**config.mk**
```make
export PLATFORM = sky130hd
export DESIGN_NAME = memory_access_block
export DESIGN_NICKNAME = d
export VERILOG_FILES = /design/src/rtl/mips16_pkg.sv /design/src/rtl/memory_access_block_timer.sv /design/src/rtl/memory_access_block.sv
export SDC_FILE = /design/constraint.sdc
export NUM_CORES = 1
export LEC_CHECK = 0
export CAP_MARGIN = 20
export CORE_MARGIN = 3
export CORE_UTILIZATION = 48
export DETAILED_ROUTE_END_ITERATION = 6
export HOLD_SLACK_MARGIN = 0.05
export PLACE_DENSITY = 0.86
export REMOVE_ABC_BUFFERS = 1
export SLEW_MARGIN = 20
export SYNTH_ARGS = -nofsm -noshare
export SYNTH_HDL_FRONTEND = slang
export SYNTH_HIERARCHICAL = 1
export SYNTH_SLANG_ARGS = --single-unit
export TNS_END_PERCENT = 50
```
**constraint.sdc**
```tcl
create_clock -name clk -period 3.8 [get_ports clk]
set_input_delay 0.38 -clock clk [delete_from_list [all_inputs] [get_ports clk]]
set_output_delay 0.38 -clock clk [all_outputs]
set_load 0.05 [all_outputs]
```
**src/rtl/mips16_pkg.sv**
```systemverilog
// Shared MIPS16 definitions: opcodes, register-index width, memory-stage FSM states.
// Used by both the execution and memory-access stages.
package mips16_pkg;

    localparam int OPW = 6;
    localparam int RW  = 3;

    typedef logic [OPW-1:0] opcode_t;

    localparam opcode_t OP_ADD = 6'd0;
    localparam opcode_t OP_SUB = 6'd1;
    localparam opcode_t OP_MOV = 6'd2;
    localparam opcode_t OP_MUL = 6'd3;
    localparam opcode_t OP_AND = 6'd4;
    localparam opcode_t OP_OR  = 6'd5;
    localparam opcode_t OP_XOR = 6'd6;
    localparam opcode_t OP_NOT = 6'd7;
    localparam opcode_t OP_ADI = 6'd8;
    localparam opcode_t OP_SBI = 6'd9;
    localparam opcode_t OP_MVI = 6'd10;
    localparam opcode_t OP_ANI = 6'd11;
    localparam opcode_t OP_ORI = 6'd12;
    localparam opcode_t OP_XRI = 6'd13;
    localparam opcode_t OP_NTI = 6'd14;
    localparam opcode_t OP_RET = 6'd15;
    localparam opcode_t OP_HLT = 6'd16;
    localparam opcode_t OP_LD  = 6'd17;
    localparam opcode_t OP_ST  = 6'd18;
    localparam opcode_t OP_IN  = 6'd19;
    localparam opcode_t OP_OUT = 6'd20;
    localparam opcode_t OP_JMP = 6'd21;
    localparam opcode_t OP_LS  = 6'd22;
    localparam opcode_t OP_RS  = 6'd23;
    localparam opcode_t OP_RSA = 6'd24;
    localparam opcode_t OP_JV  = 6'd25;
    localparam opcode_t OP_JNV = 6'd26;
    localparam opcode_t OP_JZ  = 6'd27;
    localparam opcode_t OP_JNZ = 6'd28;

    typedef enum logic {
        ST_IDLE = 1'b0,
        ST_REQ  = 1'b1
    } mab_state_t;

    function automatic logic is_wb_op(input opcode_t op);
        logic r;
        r = 1'b0;
        case (op)
            OP_ADD, OP_SUB, OP_MOV, OP_MUL, OP_AND, OP_OR, OP_XOR,
            OP_NOT, OP_ADI, OP_SBI, OP_MVI, OP_ANI, OP_ORI, OP_XRI,
            OP_NTI, OP_IN, OP_LS, OP_RS, OP_RSA: r = 1'b1;
            default: r = 1'b0;
        endcase
        return r;
    endfunction

    function automatic logic is_mem_op(input opcode_t op);
        return (op == OP_LD) || (op == OP_ST);
    endfunction

endpackage

```
**src/rtl/memory_access_block_timer.sv**
```systemverilog
// Access-wait counter: cleared on request entry, saturates at TIMEOUT-1.
// expired is asserted while the count sits on the last allowed wait cycle.
module access_timer #(
    parameter int TIMEOUT = 15
) (
    input  logic clk,
    input  logic reset,
    input  logic clear,
    input  logic en,
    output logic expired
);

    localparam int CW = (TIMEOUT > 1) ? $clog2(TIMEOUT) : 1;

    logic [CW-1:0] cnt_q;
    logic [CW-1:0] cnt_d;

    assign expired = (cnt_q == CW'(TIMEOUT - 1));

    always_comb begin
        cnt_d = cnt_q;
        if (clear) begin
            cnt_d = '0;
        end else if (en && !expired) begin
            cnt_d = cnt_q + CW'(1);
        end
    end

    always_ff @(posedge clk) begin
        if (reset) begin
            cnt_q <= '0;
        end else begin
            cnt_q <= cnt_d;
        end
    end

endmodule

```
**src/rtl/memory_access_block.sv**
```systemverilog
// MIPS16 memory-access stage: passes ALU results to writeback and runs
// LD/ST transactions against a handshaked data memory with a timeout.
module memory_access_block
    import mips16_pkg::*;
#(
    parameter int TIMEOUT = 15
) (
    input  logic          clk,
    input  logic          reset,
    input  logic [15:0]   ans_ex,
    input  logic [15:0]   DM_data,
    input  logic [5:0]    op_ex,
    input  logic [RW-1:0] rd_ex,
    input  logic [1:0]    flag_ex,
    input  logic [15:0]   mem_rdata,
    input  logic          mem_ack,
    output logic          mem_req,
    output logic          mem_we,
    output logic [15:0]   mem_addr,
    output logic [15:0]   mem_wdata,
    output logic          wb_en,
    output logic [RW-1:0] wb_addr,
    output logic [15:0]   wb_data,
    output logic [1:0]    flag_wb,
    output logic          stall,
    output logic          mem_err
);

    mab_state_t    state_q, state_d;
    logic          we_q, we_d;
    logic [15:0]   addr_q, addr_d;
    logic [15:0]   wdata_q, wdata_d;
    logic [RW-1:0] rd_q, rd_d;
    logic          wb_en_q, wb_en_d;
    logic [RW-1:0] wb_addr_q, wb_addr_d;
    logic [15:0]   wb_data_q, wb_data_d;
    logic [1:0]    flag_q, flag_d;
    logic          err_q, err_d;
    logic          tmr_clear;
    logic          tmr_en;
    logic          expired;

    access_timer #(.TIMEOUT(TIMEOUT)) u_timer (
        .clk     (clk),
        .reset   (reset),
        .clear   (tmr_clear),
        .en      (tmr_en),
        .expired (expired)
    );

    assign stall = !reset &&
                   (((state_q == ST_IDLE) && is_mem_op(op_ex)) ||
                    ((state_q == ST_REQ) && !mem_ack && !expired));

    always_comb begin
        state_d   = state_q;
        we_d      = we_q;
        addr_d    = addr_q;
        wdata_d   = wdata_q;
        rd_d      = rd_q;
        wb_en_d   = 1'b0;
        wb_addr_d = wb_addr_q;
        wb_data_d = wb_data_q;
        err_d     = err_q;
        flag_d    = stall ? flag_q : flag_ex;
        tmr_clear = 1'b0;
        tmr_en    = 1'b0;
        unique case (state_q)
            ST_IDLE: begin
                if (is_mem_op(op_ex)) begin
                    state_d   = ST_REQ;
                    addr_d    = ans_ex;
                    wdata_d   = DM_data;
                    rd_d      = rd_ex;
                    we_d      = (op_ex == OP_ST);
                    tmr_clear = 1'b1;
                end else if (is_wb_op(op_ex)) begin
                    wb_en_d   = 1'b1;
                    wb_addr_d = rd_ex;
                    wb_data_d = ans_ex;
                end
            end
            ST_REQ: begin
                tmr_en = !mem_ack;
                // An ack on the expiry cycle still completes the access
                if (mem_ack) begin
                    state_d = ST_IDLE;
                    if (!we_q) begin
                        wb_en_d   = 1'b1;
                        wb_addr_d = rd_q;
                        wb_data_d = mem_rdata;
                    end
                end else if (expired) begin
                    state_d = ST_IDLE;
                    err_d   = 1'b1;
                end
            end
        endcase
    end

    always_ff @(posedge clk) begin
        if (reset) begin
            state_q   <= ST_IDLE;
            we_q      <= 1'b0;
            addr_q    <= '0;
            wdata_q   <= '0;
            rd_q      <= '0;
            wb_en_q   <= 1'b0;
            wb_addr_q <= '0;
            wb_data_q <= '0;
            flag_q    <= '0;
            err_q     <= 1'b0;
        end else begin
            state_q   <= state_d;
            we_q      <= we_d;
            addr_q    <= addr_d;
            wdata_q   <= wdata_d;
            rd_q      <= rd_d;
            wb_en_q   <= wb_en_d;
            wb_addr_q <= wb_addr_d;
            wb_data_q <= wb_data_d;
            flag_q    <= flag_d;
            err_q     <= err_d;
        end
    end

    assign mem_req   = (state_q == ST_REQ);
    assign mem_we    = we_q;
    assign mem_addr  = addr_q;
    assign mem_wdata = wdata_q;
    assign wb_en     = wb_en_q;
    assign wb_addr   = wb_addr_q;
    assign wb_data   = wb_data_q;
    assign flag_wb   = flag_q;
    assign mem_err   = err_q;

endmodule
```
==> flow_metrics.env, run 1 <==
export IMPL_syn_mean_instance_area_um2=7.73
export IMPL_clock_power_share_pct=34.4
export IMPL_diodes=0
export IMPL_hold_viol=0
export IMPL_clk_insertion_delay_late_ns=0.33
export IMPL_detail_route_wl_per_cell_um=16.1
export IMPL_worst_path_stages=5
export IMPL_wl_met2_mm=4.68
export IMPL_drive_gt1_share_pct=7.38
export IMPL_setup_tns_ns=0
export IMPL_synth_ff_type="dfxtp_1"
export IMPL_powerDensity_nw_per_um2=346
export IMPL_drt_wl_total_mm=9.51
export IMPL_whs_endpoint="mem_addr[12]$_SDFFE_PP0P_"
export IMPL_topRoutingLayerUsed="met4"
export IMPL_clock_sinks=64
export IMPL_irDropWorstVdd_mv=0.168
export IMPL_holdBufCountCts=0
export IMPL_drcViolationCount=0
export IMPL_fin_worst_skew_ns=0.00843
export IMPL_clkTransAtPathRegs_ns=0.07
export IMPL_synth_commonest_cells="nand2_1 (72), dfxtp_1 (64), a21oi_1 (44)"
export IMPL_postCtsSetupRepairBufs=0
export IMPL_r2r_slack_ns=1.34
export IMPL_slowest_delay_ns=0.58
export IMPL_r2r_end="u_timer/cnt_q[3]$_SDFFE_PP0P_"
export IMPL_cts_tree="yes"
export IMPL_first_global_vias=3309
export IMPL_worst_pin_slew_ns=0.868
export IMPL_place_congestion=0.793
export IMPL_maxCapViolations=0
export IMPL_worst_ep_required_time_ns=3.42
export IMPL_synth_most_common_cell="nand2_1"
export IMPL_p_seq_share_pct=45.0
export IMPL_cts_buffers=9
export IMPL_grt_pass1_wl_mm=15.0
export IMPL_drt_iter0_markers=221
export IMPL_end_kind="output port"
export IMPL_syn_area_um2=3230
export IMPL_cts_buffer_depth=2
export IMPL_startpoint_type="input port"
export IMPL_area_delta_synth_final_pct=41.1
export IMPL_synth_area_top_cells="dfxtp_1 (40%), nand2_1 (8.4%), a21oi_1 (6.8%)"
export IMPL_ys_ff_latch=64
export IMPL_whs_ns=0.454
export IMPL_rr_worst_depth=6
export IMPL_wl_met1_mm=3.99
export IMPL_ctsResizeCount=0
export IMPL_critPathArrivalTime_ns=2.51
export IMPL_grt_max_degree=89
export IMPL_crit_path_start="op_ex[5]"
export IMPL_critPathKind="input port to output port"
export IMPL_r2r_start="mem_req$_SDFF_PP0_"
export IMPL_hp_class="flop to flop"
export IMPL_core_rowCount=29
export IMPL_dieArea_um2=7750
export IMPL_slew_viol_final=0
export IMPL_critPathTopFamily="simple AND/OR/NAND/NOR gates"
export IMPL_leakage_uw=0.00155
export IMPL_comb_power_share_pct=20.6
export IMPL_p_int_uw=1120
export IMPL_max_slew_margin_pct=42.1
export IMPL_min_delay_start="mem_addr[12]$_SDFFE_PP0P_"
export IMPL_io_pins=120
export IMPL_htreeDepth=3
export IMPL_start_util_pct=50.3
export IMPL_outcome="finished, final reports clean"
export IMPL_period_share_pct=76.1
export IMPL_power_switching_uw=460
export IMPL_grt_ovfl_total=0
export IMPL_fp_coreArea_um2=6420
export IMPL_synth_top_area_share_pct=39.7
export IMPL_ant_nets=0
export IMPL_path_max_fanout=38
export IMPL_portBuffers=119
export IMPL_wl_met3_um=741
export IMPL_nNetsFinal=574
export IMPL_dr_pass1_iters=5
export IMPL_synth_yosys_warnings=6
export IMPL_rsz0062_at_grt="false"
export IMPL_synth_edff_count=0
export IMPL_yosys_area_top_type="dfxtp_1"
export IMPL_min_path_cells=2
export IMPL_swShare_pct=29.2
export IMPL_worstPathCellList="clkdlybuf4s50_1, or4b_4, or3_4, a21oi_1, buf_12"
export IMPL_grt_util_all_layers_pct=24.2
export IMPL_die_h_um=88.0
export IMPL_slowest_stage="or3_4"
export IMPL_ys_types=35
export IMPL_seq_area_frac_synth_pct=39.7
export IMPL_fp_dieW_um=88.0
export IMPL_fmax_mhz=346
export IMPL_async_flop_share_pct=0
export IMPL_root_buffer="clkbuf_8"
export IMPL_via_per_inst=5.78
export IMPL_dr_total_vias=3421
export IMPL_grt_antenna_before_repair=0
export IMPL_synthCells=418
export IMPL_path_buf_inv=2
export IMPL_dpl_hpwl_mm=6.14
export IMPL_setup_viol_count_final=0
export IMPL_timing_final_crit_period_ns=2.89
[through the flow]
| step | std cells | setup slack (ns) | power (uW) | util [%] | area, um^2 |
|---|---|---|---|---|---|
| floorplan | 375 | 0.559 | 879 | - | 3020 |
| global placement | 576 | 0.824 | 1040 | 68.0 | 4370 |
| detailed placement | 576 | 0.783 | 1050 | 68.0 | 4370 |
| CTS | 592 | 0.924 | 1580 | 70.8 | 4550 |
| global route | 592 | 0.858 | 1630 | 71.0 | 4560 |
| finish | 592 | 0.910 | 1580 | 71.0 | 4560 |
[placed cells by master (no fill, tap or decap), types with 2 or more instances in the layout]
master,count
nor4b_1,19
clkdlybuf4s50_1,117
o31ai_1,3
nand3_1,22
nand4_1,20
nand4b_1,19
or3b_2,2
a31oi_1,19
clkbuf_8,12
nor2b_1,20
nor2_1,25
a21oi_1,43
dfxtp_1,63
buf_4,6
mux2i_1,2
o21ai_0,21
ha_1,2
nand2_1,72
inv_1,4
or2_2,2
clkinv_2,4
[per-layer routing]
layer	global-route usage, %	vias up
li1	-	1672
met1	30.0	1587
met2	41.8	153
met3	4.33	9
met4	9.62	0
met5	0	-
[state kept, by name, summed over array words and instances, names as in the netlist, 2 cells and up]
register	count
mem_wdata	16
wb_data	16
flag_wb	2
u_timer/cnt_q	4
mem_addr	16
wb_addr	3
rd_q	3
[final cells by class]
type | instances | area (um^2)
fillers | 519 | 1860
clock buffers | 13 | 169
inverters | 6 | 23.8
well taps | 77 | 96.3
flip-flops and latches | 64 | 1280
multi-input cells | 305 | 1740
clock inverters | 3 | 15.0
repair buffers | 124 | 1240
[worst reg2reg max path: cells and delay by family (launching register included)]
kind | cells | cell delay, ns
simple gates | 3 | 1.29
buf+inv | 1 | 0.47
flops | 1 | 0.32
compound gates | 2 | 0.24
[how the worst max path moves through the flow]
stage                                    end
2_1_floorplan                          stall
3_3_place_gp   u_timer/cnt_q[3]$_SDFFE_PP0P_
3_5_place_dp   u_timer/cnt_q[3]$_SDFFE_PP0P_
4_1_cts                                stall
5_1_grt                                stall
6_report                               stall
[logic make-up (layout without fill, tap and decap cells)]
kind of cell,Yosys count,count (layout),share of synthesized area (%)
AOI/OAI and AO/OA,94,94,16.2
xor gates and xnor gates,1,1,0.271
adders and majority gates,2,2,0.774
buffers and inverters,49,146,7.20
DFF,64,64,39.7
muxes,2,2,0.620
and+or+nand+nor,206,206,35.3
[power by group through the flow]
| stage | combinational [uW] | clock, uW | sequential, uW |
|---|---|---|---|
| floorplan | 71.2 | 0 | 808 |
| global placement | 318 | 0 | 724 |
| detailed placement | 321 | 0 | 724 |
| CTS | 323 | 547 | 710 |
| global route | 344 | 573 | 712 |
| finish | 325 | 542 | 710 |
Note: power is estimated with default switching activity, not from simulation.
==> run 2, diff against run 1 <==
- CORE_UTILIZATION: 48 -> 45
- PLACE_DENSITY: 0.86 -> 0.81
- clock period: 3.8 -> 2.7 ns (I/O delays scaled with it)
==> run 2 against run 1 <==
Net effect: setup slack got worse by 0.62 ns; final area up 2.2%; register-to-register slack got worse by 0.55 ns; combinational power rose by 41%; power rose by 49%; clock power rose by 65%.
==> flow_metrics.env, run 2 (synthesis gave the netlist of run 1 again) <==
export IMPL_core_rowCount=30
export IMPL_critPathKind="input port to output port"
export IMPL_worstPathCellList="clkdlybuf4s50_1, or4b_4, or3_4, a21oi_1, buf_12"
export IMPL_grt_max_degree=76
export IMPL_setup_slack_ns=0.295
export IMPL_setup_tns_ns=0
export IMPL_fillers=577
export IMPL_critPathArrivalTime_ns=2.14
export IMPL_worst_pin_slew_ns=0.735
export IMPL_dp_slack_ns=0.300
export IMPL_path_buf_inv=2
export IMPL_end_kind="output port"
export IMPL_via_per_inst=5.47
export IMPL_hp_class="flop to flop"
export IMPL_fin_worst_skew_ns=0.00633
export IMPL_startpoint_type="input port"
export IMPL_drt_wl_total_mm=9.16
export IMPL_crit_path_start="op_ex[4]"
export IMPL_cts_buffer_depth=2
export IMPL_dr_total_vias=3383
export IMPL_period_share_pct=89.1
export IMPL_clkTransAtPathRegs_ns=0.07
export IMPL_io_pins=120
export IMPL_leakage_uw=0.00160
export IMPL_dpl_cell_count=603
export IMPL_rsz0062_at_grt="false"
export IMPL_slowest_delay_ns=0.53
export IMPL_powerDensity_nw_per_um2=504
export IMPL_first_global_vias=3079
export IMPL_ctsResizeCount=0
export IMPL_worst_path_stages=5
export IMPL_drt_iter0_markers=194
export IMPL_crit_end="stall"
export IMPL_nNetsFinal=582
export IMPL_rr_worst_depth=8
export IMPL_postCtsSetupRepairBufs=0
export IMPL_dieArea_um2=8230
export IMPL_holdBufCountCts=0
export IMPL_final_common_cell="clkdlybuf4s50_1"
export IMPL_r2r_end="flag_wb[1]$_SDFFE_PP0N_"
export IMPL_hold_viol=0
export IMPL_grt_antenna_before_repair=0
export IMPL_htreeDepth=3
export IMPL_final_cell_mix="clkdlybuf4s50_1 (116), nand2_1 (72), dfxtp_1 (64)"
export IMPL_area_delta_synth_final_pct=44.2
export IMPL_root_buffer="clkbuf_8"
export IMPL_grt_pass1_wl_mm=15.4
export IMPL_slowest_stage="clkdlybuf4s50_1"
export IMPL_portBuffers=119
export IMPL_drcViolationCount=0
export IMPL_grt_util_all_layers_pct=22.5
export IMPL_cts_tree="yes"
export IMPL_maxCapViolations=0
export IMPL_slew_viol_final=0
export IMPL_r2r_slack_ns=0.79
export IMPL_outcome="finished, final reports clean"
export IMPL_fp_coreArea_um2=6870
export IMPL_worst_ep_required_time_ns=2.43
export IMPL_setup_viol_count_final=0
export IMPL_max_slew_margin_pct=51.0
export IMPL_min_path_cells=2
export IMPL_timing_final_crit_period_ns=2.41
export IMPL_grt_ovfl_total=0
export IMPL_diodes=0
export IMPL_irDropWorstVdd_mv=0.258
export IMPL_clock_sinks=64
export IMPL_die_h_um=90.7
export IMPL_dpl_hpwl_mm=6.34
export IMPL_r2r_start="u_timer/cnt_q[0]$_SDFFE_PP0P_"
export IMPL_fp_dieW_um=90.7
export IMPL_fmax_mhz=416
export IMPL_cts_buffers=9
export IMPL_dr_pass1_iters=5
export IMPL_ant_nets=0
export IMPL_drive_gt1_share_pct=8.41
export IMPL_clk_insertion_delay_late_ns=0.34
export IMPL_final_cells=619
export IMPL_critPathTopFamily="simple AND/OR/NAND/NOR gates"
export IMPL_path_max_fanout=4
export IMPL_place_congestion=0.819
export IMPL_detail_route_wl_per_cell_um=14.8
export IMPL_start_util_pct=47.0
run 2: worst min-delay path by stage:
stage / startpoint / to
after floorplan: reset / mem_addr[0]$_SDFFE_PP0P_
after global placement: mem_addr[13]$_SDFFE_PP0P_ / mem_addr[13]$_SDFFE_PP0P_
after detailed placement: mem_addr[10]$_SDFFE_PP0P_ / mem_addr[10]$_SDFFE_PP0P_
after CTS: mem_addr[10]$_SDFFE_PP0P_ / mem_addr[10]$_SDFFE_PP0P_
after global routing: DM_data[11] / mem_wdata[11]$_SDFFE_PP0P_
final: mem_wdata[7]$_SDFFE_PP0P_ / mem_wdata[7]$_SDFFE_PP0P_
run 2: per-layer routing:
layer	share of wire, %	GRT usage (%)	routed length (um)	vias to the layer above
li1	-	-	-	1695
met1	45	30.5	4130	1528
met2	47	34.8	4300	142
met3	5.9	3.92	542	18
met4	2.0	10.1	184	0
met5	0	0	0	-
run 2: power by group:
group          switching [uW]  internal (uW)
sequential               18.8            979
combinational             266            193
clock                     376            517
run 2: layout make-up:
class	instances	area, um^2	area share (%)
clock buffer	10	128	2.74
clock inverter	6	83.8	1.80
inverter	6	23.8	0.510
multi-input combinational	305	1720	36.8
sequential	64	1280	27.5
tap	96	120	2.58
timing repair buffer	132	1310	28.0
run 2: tightest hold or removal path, cell delays in order, from the launching register on:
cell and delay (ns):
dfxtp_1 0.31, nand2_1 0.05, a21oi_1 0.05
run 2: per-stage QoR:
stage | hold slack, ns | utilization, % | power, uW | cell area (um^2)
floorplan | 0.339 | - | 1240 | 3020
global placement | 0.442 | 64.8 | 1470 | 4450
detailed placement | 0.446 | 64.8 | 1480 | 4450
CTS | 0.456 | 67.8 | 2360 | 4660
global route | 0.464 | 67.8 | 2440 | 4660
finish | 0.454 | 67.8 | 2350 | 4660
